## config.mk

```make
export PLATFORM = sky130hd
export DESIGN_NAME = scoreboard_hazard_unit_flat
export DESIGN_NICKNAME = d
export VERILOG_FILES = /design/src/rtl/cpu_types_pkg.sv /design/src/rtl/scoreboard_hazard_unit_if.sv /design/src/rtl/scoreboard_hazard_unit_sb_entry.sv /design/src/rtl/scoreboard_hazard_unit.sv /design/src/flat_wrapper.sv
export SDC_FILE = /design/constraint.sdc
export NUM_CORES = 1
export LEC_CHECK = 0
export CORE_AREA = 2 2 178 180
export CTS_CLUSTER_SIZE = 12
export DETAILED_ROUTE_END_ITERATION = 8
export DIE_AREA = 0 0 180 182
export SYNTH_ARGS = -nofsm -noshare
export SYNTH_HDL_FRONTEND = slang
export SYNTH_SLANG_ARGS = --single-unit
```

## constraint.sdc

```tcl
create_clock -name CLK -period 3.2 [get_ports CLK]
set_input_delay 0.64 -clock CLK [delete_from_list [all_inputs] [get_ports CLK]]
set_output_delay 0.64 -clock CLK [all_outputs]
set_load 0.03 [all_outputs]
```

## src/rtl/cpu_types_pkg.sv

```systemverilog
// Shared CPU types plus the scoreboard entry layout and producer latencies.
// Latency: n/a (types, constants and a helper function only).
// Backpressure: n/a.
package cpu_types_pkg;

  localparam int REG_W = 5;
  typedef logic [REG_W-1:0] regbits_t;

  // Width of a per-register forwarding countdown.
  localparam int CNT_W = 2;
  typedef logic [CNT_W-1:0] sbcnt_t;

  // Advancing cycles before a producer's value is forwardable into decode.
  localparam int ALU_LAT  = 1;
  localparam int LOAD_LAT = 2;

  typedef struct packed {
    logic   pending;
    sbcnt_t cnt;
  } sb_entry_t;

  // Countdown step that sticks at zero.
  function automatic sbcnt_t cnt_dec(input sbcnt_t c);
    return (c == '0) ? c : c - sbcnt_t'(1);
  endfunction

endpackage

```

## src/rtl/scoreboard_hazard_unit_if.sv

```systemverilog
// Decode/writeback side of the scoreboard: pipeline control in, stall and perf count out.
// Latency: stall is combinational from the decode fields; the counter is registered.
// Backpressure: stall holds IF/ID and bubbles ID/EX; advance=0 freezes the scoreboard.
interface scoreboard_hazard_unit_if #(
  parameter int PERF_W = 32
);
  logic                    advance;
  logic                    flush;
  logic                    id_valid;
  cpu_types_pkg::regbits_t id_rs;
  cpu_types_pkg::regbits_t id_rt;
  logic                    id_uses_rs;
  logic                    id_uses_rt;
  logic                    id_wen;
  cpu_types_pkg::regbits_t id_wsel;
  logic                    id_is_load;
  logic                    wb_wen;
  cpu_types_pkg::regbits_t wb_wsel;
  logic                    stall;
  logic [PERF_W-1:0]       stall_cycles;

  // Pipeline side: drives decode/writeback info, consumes the stall.
  modport master (
    output advance, flush, id_valid, id_rs, id_rt, id_uses_rs, id_uses_rt,
           id_wen, id_wsel, id_is_load, wb_wen, wb_wsel,
    input  stall, stall_cycles
  );

  // Hazard unit side.
  modport slave (
    input  advance, flush, id_valid, id_rs, id_rt, id_uses_rs, id_uses_rt,
           id_wen, id_wsel, id_is_load, wb_wen, wb_wsel,
    output stall, stall_cycles
  );

endinterface

```

## src/rtl/scoreboard_hazard_unit_sb_entry.sv

```systemverilog
// One register's scoreboard state: in-flight write flag and forwarding countdown.
// Latency: updates land on the next CLK edge; ent is the registered state.
// Backpressure: countdown only moves when advance is high; writeback clear ignores advance.
module sb_entry
  import cpu_types_pkg::*;
(
  input  logic      CLK,
  input  logic      nRST,
  input  logic      advance,
  input  logic      alloc,
  input  sbcnt_t    alloc_cnt,
  input  logic      wb_clr,
  input  logic      restore,
  input  sb_entry_t restore_val,
  output sb_entry_t ent
);

  sb_entry_t ent_q;
  sb_entry_t ent_d;

  // Next-state priority, lowest to highest: decrement, restore, writeback, allocate.
  // Writeback beats restore: a retiring older producer has already reached the
  // register file, so the squashed instruction's snapshot must not re-mark it.
  always_comb begin
    ent_d = ent_q;
    if (advance) begin
      ent_d.cnt = cnt_dec(ent_q.cnt);
    end
    if (restore) begin
      ent_d = restore_val;
      if (advance) begin
        ent_d.cnt = cnt_dec(restore_val.cnt);
      end
    end
    if (wb_clr) begin
      ent_d = '0;
    end
    if (alloc) begin
      ent_d.pending = 1'b1;
      ent_d.cnt     = alloc_cnt;
    end
  end

  // Entry state register.
  always_ff @(posedge CLK or negedge nRST) begin
    if (!nRST) begin
      ent_q <= '0;
    end else begin
      ent_q <= ent_d;
    end
  end

  assign ent = ent_q;

endmodule

```

## src/rtl/scoreboard_hazard_unit.sv

```systemverilog
// Producer-side scoreboard: tracks in-flight register writes and stalls decode on unforwardable sources.
// Latency: stall is combinational from decode fields; scoreboard updates take effect next CLK edge.
// Backpressure: advance=0 freezes all countdowns; stall gates issue; flush undoes the last allocation.
module scoreboard_hazard_unit #(
  parameter int NREGS    = 32,
  parameter int ALU_LAT  = cpu_types_pkg::ALU_LAT,
  parameter int LOAD_LAT = cpu_types_pkg::LOAD_LAT,
  parameter int PERF_W   = 32
) (
  input  logic                     CLK,
  input  logic                     nRST,
  scoreboard_hazard_unit_if.slave  sb
);
  import cpu_types_pkg::*;

  sb_entry_t         ent [NREGS];
  logic              stall_w;
  logic              rs_hold;
  logic              rt_hold;
  logic              issue;
  logic              do_alloc;
  sbcnt_t            alloc_cnt;

  // Snapshot of the entry overwritten by the most recent allocation, so a
  // flush of that instruction can put the older producer's state back.
  logic              last_vld;
  regbits_t          last_wsel;
  sb_entry_t         last_snap;

  logic [PERF_W-1:0] perf_q;

  // Register 0 is hardwired zero and never has an in-flight write.
  assign ent[0] = '0;

  // A source holds decode while its producer's countdown has not reached zero.
  always_comb begin
    rs_hold = sb.id_uses_rs && ent[sb.id_rs].pending && (ent[sb.id_rs].cnt != '0);
    rt_hold = sb.id_uses_rt && ent[sb.id_rt].pending && (ent[sb.id_rt].cnt != '0);
    stall_w = sb.id_valid && (rs_hold || rt_hold);
  end

  // Issue and allocation decode for this cycle.
  always_comb begin
    issue     = sb.advance && sb.id_valid && !stall_w && !sb.flush;
    do_alloc  = issue && sb.id_wen && (sb.id_wsel != '0);
    alloc_cnt = sb.id_is_load ? sbcnt_t'(LOAD_LAT) : sbcnt_t'(ALU_LAT);
  end

  for (genvar r = 1; r < NREGS; r++) begin : g_ent
    sb_entry u_ent (
      .CLK         (CLK),
      .nRST        (nRST),
      .advance     (sb.advance),
      .alloc       (do_alloc && (sb.id_wsel == regbits_t'(r))),
      .alloc_cnt   (alloc_cnt),
      .wb_clr      (sb.wb_wen && (sb.wb_wsel == regbits_t'(r))),
      .restore     (sb.flush && last_vld && (last_wsel == regbits_t'(r))),
      .restore_val (last_snap),
      .ent         (ent[r])
    );
  end

  // Track the last allocation; it stays undoable only until the next advancing cycle.
  always_ff @(posedge CLK or negedge nRST) begin
    if (!nRST) begin
      last_vld  <= 1'b0;
      last_wsel <= '0;
      last_snap <= '0;
    end else if (sb.flush) begin
      last_vld <= 1'b0;
    end else if (do_alloc) begin
      last_vld  <= 1'b1;
      last_wsel <= sb.id_wsel;
      last_snap <= ent[sb.id_wsel];
    end else if (sb.advance) begin
      last_vld <= 1'b0;
    end
  end

  // Saturating count of cycles decode spent stalled while the pipe was moving.
  always_ff @(posedge CLK or negedge nRST) begin
    if (!nRST) begin
      perf_q <= '0;
    end else if (stall_w && sb.advance && (perf_q != '1)) begin
      perf_q <= perf_q + {{(PERF_W-1){1'b0}}, 1'b1};
    end
  end

  assign sb.stall        = stall_w;
  assign sb.stall_cycles = perf_q;

endmodule

```

## src/flat_wrapper.sv

```systemverilog
// flat-port wrapper written by rule: the top's interface ports become plain ports
module scoreboard_hazard_unit_flat import cpu_types_pkg::*;
#(
  parameter int NREGS    = 32,
  parameter int ALU_LAT  = cpu_types_pkg::ALU_LAT,
  parameter int LOAD_LAT = cpu_types_pkg::LOAD_LAT,
  parameter int PERF_W   = 32
)
  (CLK, nRST, sb_advance, sb_flush, sb_id_valid, sb_id_rs, sb_id_rt, sb_id_uses_rs, sb_id_uses_rt, sb_id_wen, sb_id_wsel, sb_id_is_load, sb_wb_wen, sb_wb_wsel, sb_stall, sb_stall_cycles);
  scoreboard_hazard_unit_if #(.PERF_W(PERF_W)) sb_i ();
  input  logic CLK;
  input  logic nRST;
  input wire logic [$bits(sb_i.advance)-1:0] sb_advance;
  input wire logic [$bits(sb_i.flush)-1:0] sb_flush;
  input wire logic [$bits(sb_i.id_valid)-1:0] sb_id_valid;
  input wire logic [$bits(sb_i.id_rs)-1:0] sb_id_rs;
  input wire logic [$bits(sb_i.id_rt)-1:0] sb_id_rt;
  input wire logic [$bits(sb_i.id_uses_rs)-1:0] sb_id_uses_rs;
  input wire logic [$bits(sb_i.id_uses_rt)-1:0] sb_id_uses_rt;
  input wire logic [$bits(sb_i.id_wen)-1:0] sb_id_wen;
  input wire logic [$bits(sb_i.id_wsel)-1:0] sb_id_wsel;
  input wire logic [$bits(sb_i.id_is_load)-1:0] sb_id_is_load;
  input wire logic [$bits(sb_i.wb_wen)-1:0] sb_wb_wen;
  input wire logic [$bits(sb_i.wb_wsel)-1:0] sb_wb_wsel;
  output wire logic [$bits(sb_i.stall)-1:0] sb_stall;
  output wire logic [$bits(sb_i.stall_cycles)-1:0] sb_stall_cycles;
  assign sb_i.advance = sb_advance;
  assign sb_i.flush = sb_flush;
  assign sb_i.id_valid = sb_id_valid;
  assign sb_i.id_rs = sb_id_rs;
  assign sb_i.id_rt = sb_id_rt;
  assign sb_i.id_uses_rs = sb_id_uses_rs;
  assign sb_i.id_uses_rt = sb_id_uses_rt;
  assign sb_i.id_wen = sb_id_wen;
  assign sb_i.id_wsel = sb_id_wsel;
  assign sb_i.id_is_load = sb_id_is_load;
  assign sb_i.wb_wen = sb_wb_wen;
  assign sb_i.wb_wsel = sb_wb_wsel;
  assign sb_stall = sb_i.stall;
  assign sb_stall_cycles = sb_i.stall_cycles;
  scoreboard_hazard_unit #(.NREGS(NREGS), .ALU_LAT(ALU_LAT), .LOAD_LAT(LOAD_LAT), .PERF_W(PERF_W)) u_core (.CLK(CLK), .nRST(nRST), .sb(sb_i));
endmodule
```

# Word-level counts from Yosys, hierarchy flattened
# Cells that the tools add are included.
# classes
muxes	170
n_addsub	33
mul	0
div	0
n_bitwise	4
n_shift	0
order_cmp	3
reduce_logical	239
eq_ne	125
# ops
operator	count
3-bit 2-to-1 mux	99
5-bit == test (second input constant)	48
2-bit 2-to-1 mux	65
4-bit != test (second input constant)	31
4-bit nonzero test	31
5-bit by 4-bit == test with 1-bit output (second input constant)	24
1-bit logical AND	106
3-bit nonzero test	32
2-bit zero test	32
2-bit AND reduction	32
2-bit by 1-bit subtractor with 2-bit output (second input constant)	32
5-bit by 3-bit == test with 1-bit output (second input constant)	12
3-bit binary-select mux with 5-bit select	3
32-bit by 1-bit adder with 32-bit output (second input constant)	1
32-bit != test (second input constant)	1
5-bit by 2-bit == test with 1-bit output (second input constant)	6
6-bit >= comparator (second input constant)	3
5-bit inverter with 6-bit output	3
5-bit by 1-bit == test with 1-bit output (second input constant)	3
5-bit nonzero test	1
2-bit nonzero test	2
1-bit 2-to-1 mux	3
1-bit zero test	2
1-bit logical OR	1
1-bit inverter	1
# totals
ramBits	0
latch_bits	0
rom_bits	0
word_cells	641
input_bits	30
reg_bits	134
memories	0

# Longest topological paths before layout
# depth
ltp_word	16
mapped_depth	12
mapped_depth_nobuf	9

# By module
# From an unflattened synthesis, not the netlist that was laid out.
# hier_totals
hier_cells	1316
area_unflattened_um2	11740.0
# modules_own_cells
mod	cells_per_inst	area_per_inst_um2	n_inst
sb_entry	25	229.0	31
scoreboard_hazard_unit	541	4642.0	1

# Least setup slack after synthesis
# OpenSTA, ideal clock, no wires.
# synth_path
kind	input-to-output
start	input port sb_id_rt[1]
end	output port sb_stall
t_arrival_ns	2.542
path_slack_ns	0.018
path_stages	7
cell_sequence	buf_6 mux4_2 o221a_1 a311oi_1 and4_4 nor2_1 nor2b_1
# synth_between
elab_chain_cells	8
elab_cells_between_ends	9
cone_classes	mux: 3; bitwise: 1; reduce/logical: 5
# synth_rtl
item	line	source
from (decl)	flat_wrapper.sv:17	input wire logic [$bits(sb_i.id_rt)-1:0] sb_id_rt;
5-bit inverter with 6-bit output (not written as such) *	scoreboard_hazard_unit.sv:38	rt_hold = sb.id_uses_rt && ent[sb.id_rt].pending && (ent[sb.id_rt].cnt != '0);
3-bit binary-select mux with 5-bit select *	scoreboard_hazard_unit.sv:38	
3-bit 2-to-1 mux (not written as such) * (2 in a row)	scoreboard_hazard_unit.sv:38	
2-bit nonzero test / 1-bit logical AND (equally long branches)	scoreboard_hazard_unit.sv:38	
1-bit logical AND *	scoreboard_hazard_unit.sv:38	
1-bit logical OR *	scoreboard_hazard_unit.sv:39	stall_w = sb.id_valid && (rs_hold || rt_hold);
1-bit logical AND *	scoreboard_hazard_unit.sv:39	
to (decl)	flat_wrapper.sv:25	output wire logic [$bits(sb_i.stall)-1:0] sb_stall;
# Every way passes the cells marked *; elsewhere a longest branch is shown, timed or not. The select of a mux whose other input is x is not followed.

# Final worst setup path
# layout_path
start	input port sb_id_rs[3]
end	output port sb_stall
# layout_between
elab_chain_cells	8
elab_cells_between_ends	9
cone_classes	mux: 3; bitwise: 1; reduce/logical: 5
# layout_rtl
item	line	source
from (decl)	flat_wrapper.sv:16	input wire logic [$bits(sb_i.id_rs)-1:0] sb_id_rs;
5-bit inverter with 6-bit output (not written as such) *	scoreboard_hazard_unit.sv:37	rs_hold = sb.id_uses_rs && ent[sb.id_rs].pending && (ent[sb.id_rs].cnt != '0);
3-bit binary-select mux with 5-bit select *	scoreboard_hazard_unit.sv:37	
3-bit 2-to-1 mux (not written as such) * (2 in a row)	scoreboard_hazard_unit.sv:37	
2-bit nonzero test / 1-bit logical AND (equally long branches)	scoreboard_hazard_unit.sv:37	
1-bit logical AND *	scoreboard_hazard_unit.sv:37	
1-bit logical OR *	scoreboard_hazard_unit.sv:39	
1-bit logical AND *	scoreboard_hazard_unit.sv:39	
# Marks and branches as above.

==> qor.tcl <==
set qor(boundaryPins) 63
set qor(syn_area_um2) 10600
set qor(die_area_um2) 32800
set qor(floorplan.rows) 65
set qor(postSynth.asyncResetShare) 1.00
set qor(fillerInstances) 3018
set qor(drcViolationCount) 0
set qor(diodes) 0
set qor(synth.yosys.warnings) 0
set qor(final_setup_vio_count) 1
set qor(xor_and_xnor_area_share_after_synthesis) 0.0511
set qor(maxSlewViolCount) 0
set qor(post_synth.cell_area_avg_um2) 9.23
set qor(synth_top_flop_cell) {sky130_fd_sc_hd__dfrtp_1}
set qor(synth.cells.most_frequent) {sky130_fd_sc_hd__nand2_1 (157), sky130_fd_sc_hd__dfrtp_1 (134), sky130_fd_sc_hd__nor2_1 (108), sky130_fd_sc_hd__inv_1 (70), sky130_fd_sc_hd__mux2i_1 (56)}
set qor(synth_edf_count) 0
set qor(final_cell_area_um2) 13300
set qor(grt_util_all_layers) 0.225
set qor(placed_cells_incl_taps) 1666
set qor(multiInputGateArea_um2) 6800
set qor(final_period_minus_worst_setup_slack_ns) 3.21
set qor(yosys_register_bits) 134
set qor(num-nets-final) 1356
set qor(first_iter_violations) 831
set qor(area_growth_syn_to_layout_pct) 25.2
set qor(yosysTopAreaCellShare) 0.316
set qor(finalCritPeriodShare) 1.00
set qor(status) {complete, but fails checks}
set qor(yosysMostFrequentCell) {sky130_fd_sc_hd__nand2_1}
set qor(cts-root-to-sink-buffers) 2
set qor(clk_root_buffer_cell) {sky130_fd_sc_hd__clkbuf_16}
set qor(share_of_synthesized_cell_area_in_full_adder_half_adder_and_majority_cells) 0.0377
set qor(core_area_um2) 31000
set qor(grt_max_degree) 63
set qor(vias_post_dr) 9706
set qor(cts.clk_slew.worst_paths_ns) 0.06
set qor(synth-compound-area-share) 0.110
set qor(layout_setup_ws_ns) -0.00636
set qor(stdcell_count) 1709
set qor(yosys-mux-area-fraction) 0.217
set qor(timing.fmax_mhz) 312
set qor(dpl-instance-area_um2) 12400
set qor(power.ir.vdd_worst_uv) 426
set qor(ant_nets) 0
set qor(synth_nets) 1213
set qor(routed_wirelength_mm) 36.3
set qor(grt_first_pass_wirelength_mm) 56.8
set qor(yosysSeqAreaShare) 0.316
set qor(tightest_slew_ns) 0.704
set qor(criticalPathCategory) {input pin to output pin}
set qor(route.detailed.vias_per_inst) 5.68
set qor(drv.max_cap_violation_count) 0
set qor(timing.critical_path.to_type) {output pin}
set qor(synth.distinct_cells) 63
set qor(cts_max_level) 4
set qor(power_density_of_the_placed_cells_nw_per_um2) 695
set qor(critical_path.startpoint_type) {input pin}
set qor(critical_path_required_ns) 2.56
set qor(hp-class) {input pin to async pin}
set qor(clk_latency_ns) 0.44
set qor(synth_top_area_cell) {sky130_fd_sc_hd__dfrtp_1}
set qor(total_area_of_sequential_cells_um2) 3360
set qor(arrival_ns) 2.57
set qor(grt_pass1_vias) 9674
set qor(clock_skew_ns) 0.0129
set qor(cts.sink_count) 134
set qor(globalRoute.totalOverflow) 0
set qor(tritoncts) {built}
set qor(fp.dieH_um) 182
set qor(yosys-top-cells-area) {sky130_fd_sc_hd__dfrtp_1 (32%), sky130_fd_sc_hd__mux4_2 (8.9%), sky130_fd_sc_hd__nand2_1 (5.5%)}
set qor(yosys.area_share.simple) 0.213
set qor(drt-pass1-iter-count) 6
set qor(drive_above_1_share) 0.242
set qor(cts_buffers) 17
set qor(io_buffer_count) 62
set qor(antenna_violations_before_repair) 0
set qor(critPathMaxFanout) 4
set qor(syn_inst) 1151
set qor(synth_top_family_by_area) {multiplexers}
set qor(start_util) 0.343
set qor(die_w_um) 180
set qor(grt_setup_unrepaired) {yes}
set qor(routedWlPerCell_um) 21.2
set qor(dp_hpwl_mm) 26.7
set qor(timing_hold_violations_final) 0
set qor(violated_checks) {setup timing}
set qor(leakage_nw) 6.00
set qor(gp_congestion) 0.947
set qor(timing.slew.headroom) 0.531
[sequential cells by signal (all words and copies together), names as in the netlist]
register and cells:
u_core.last_snap 3, u_core.last_wsel 5, u_core.last_vld 1, u_core.sb.stall_cycles 32
u_core.g_ent.u_ent.ent 93
[per-layer routing]
metal  track usage  wire length (um)  vias up
met3        0.0359              2730       54
met2         0.361             16700      385
met5             0                 0        -
met1         0.311             16000     4876
li1              -                 -     4391
met4        0.0693               838        0
[per-stage QoR]
stage | utilization | hold WS (ns) | total power, mW | setup slack (ns) | setup TNS (ns)
floorplan | - | 0.344 | 5.52 | 0.0179 | 0
global placement | 0.400 | 0.482 | 6.76 | -0.519 | -40.59
detailed placement | 0.400 | 0.481 | 6.86 | -0.521 | -42.99
CTS | 0.426 | 0.159 | 9.16 | 0.00211 | 0
global route | 0.429 | 0.171 | 9.88 | -0.0266 | -0.0266
finish | 0.429 | 0.140 | 9.24 | -0.00636 | -0.00636
[what timing repair did]
item,4_1_cts,5_1_grt
setup buffers,4,5
resized for setup,34,18
cloned,2,0
setup endpoints to repair,17,1
hold buffers,0,0
pin swaps,7,9
[critical path, cell delays in order]
cell and delay [ns]:
sky130_fd_sc_hd__clkdlybuf4s50_1 0.49, sky130_fd_sc_hd__inv_1 0.23, sky130_fd_sc_hd__mux4_2 0.33, sky130_fd_sc_hd__nand2_1 0.08, sky130_fd_sc_hd__nand4b_1 0.15, sky130_fd_sc_hd__o2bb2ai_4 0.21, sky130_fd_sc_hd__buf_6 0.13, sky130_fd_sc_hd__nor2_4 0.04
sky130_fd_sc_hd__nor2b_1 0.10, sky130_fd_sc_hd__buf_4 0.16
[final cells by class]
type | count | area share
Timing Repair Buffer | 190 | 0.129
Multi-Input combinational cell | 879 | 0.511
Clock buffer | 21 | 0.0354
Tap cell | 402 | 0.0378
Sequential cell | 134 | 0.253
Inverter | 72 | 0.0207
Clock inverter | 11 | 0.0130
[cells by family (layout without fill, tap and decap cells)]
group	Yosys count	after routing
buf+inv	138	294
flops	134	134
simple gates	451	451
mux	169	169
xor+xnor	62	62
fa+ha+maj	32	32
compound gates	165	165
[layout by cell type, fill, tap and decap left out, types with 18 or more instances in the layout]
cell type / netlist / final
sky130_fd_sc_hd__mux2i_1: 56 / 55
sky130_fd_sc_hd__inv_1: 70 / 69
sky130_fd_sc_hd__mux4_2: 42 / 42
sky130_fd_sc_hd__nor2_1: 108 / 104
sky130_fd_sc_hd__nand3_2: 25 / 25
sky130_fd_sc_hd__xnor2_1: 43 / 43
sky130_fd_sc_hd__o211ai_1: 31 / 31
sky130_fd_sc_hd__buf_4: 0 / 115
sky130_fd_sc_hd__ha_1: 32 / 32
sky130_fd_sc_hd__dfrtp_1: 134 / 129
sky130_fd_sc_hd__nor3_1: 24 / 23
sky130_fd_sc_hd__mux2_2: 47 / 47
sky130_fd_sc_hd__nand2_1: 157 / 157
sky130_fd_sc_hd__a21oi_1: 38 / 37
sky130_fd_sc_hd__o21ai_0: 19 / 18
sky130_fd_sc_hd__mux2_1: 24 / 24
sky130_fd_sc_hd__clkdlybuf4s50_1: 0 / 51
sky130_fd_sc_hd__nand2b_1: 40 / 40
sky130_fd_sc_hd__xor2_1: 19 / 19
[where the power goes]
group / internal, mW / total [mW] / switching [mW]
Sequential: 2.21 / 2.88 / 0.675
Clock: 1.37 / 2.19 / 0.824
Combinational: 2.08 / 4.16 / 2.09
Total: 5.65 / 9.24 / 3.59
[final timing paths]
| kind | start | to | slack [ns] | cells past startpoint |
|---|---|---|---|---|
| worst max-delay path | sb_id_rs[3] | sb_stall | -0.006 | 10 |
| worst min-delay path | nRST | u_core.g_ent[20].u_ent.ent[0]$_DFFE_PN0P_ | 0.14 | 1 |
| worst max register to register | u_core.g_ent[16].u_ent.ent[2]$_DFFE_PN0P_ | u_core.g_ent[7].u_ent.ent[1]$_DFFE_PN0P_ | 0.24 | 9 |
| worst min register to register | u_core.sb.stall_cycles[8]$_DFFE_PN0P_ | u_core.sb.stall_cycles[8]$_DFFE_PN0P_ | 0.49 | 1 |
| max in group asynchronous | nRST | u_core.g_ent[4].u_ent.ent[0]$_DFFE_PN0P_ | 2.24 | 2 |
| min in group CLK | u_core.sb.stall_cycles[8]$_DFFE_PN0P_ | u_core.sb.stall_cycles[8]$_DFFE_PN0P_ | 0.49 | 1 |
(Power assumes the default switching activity.)
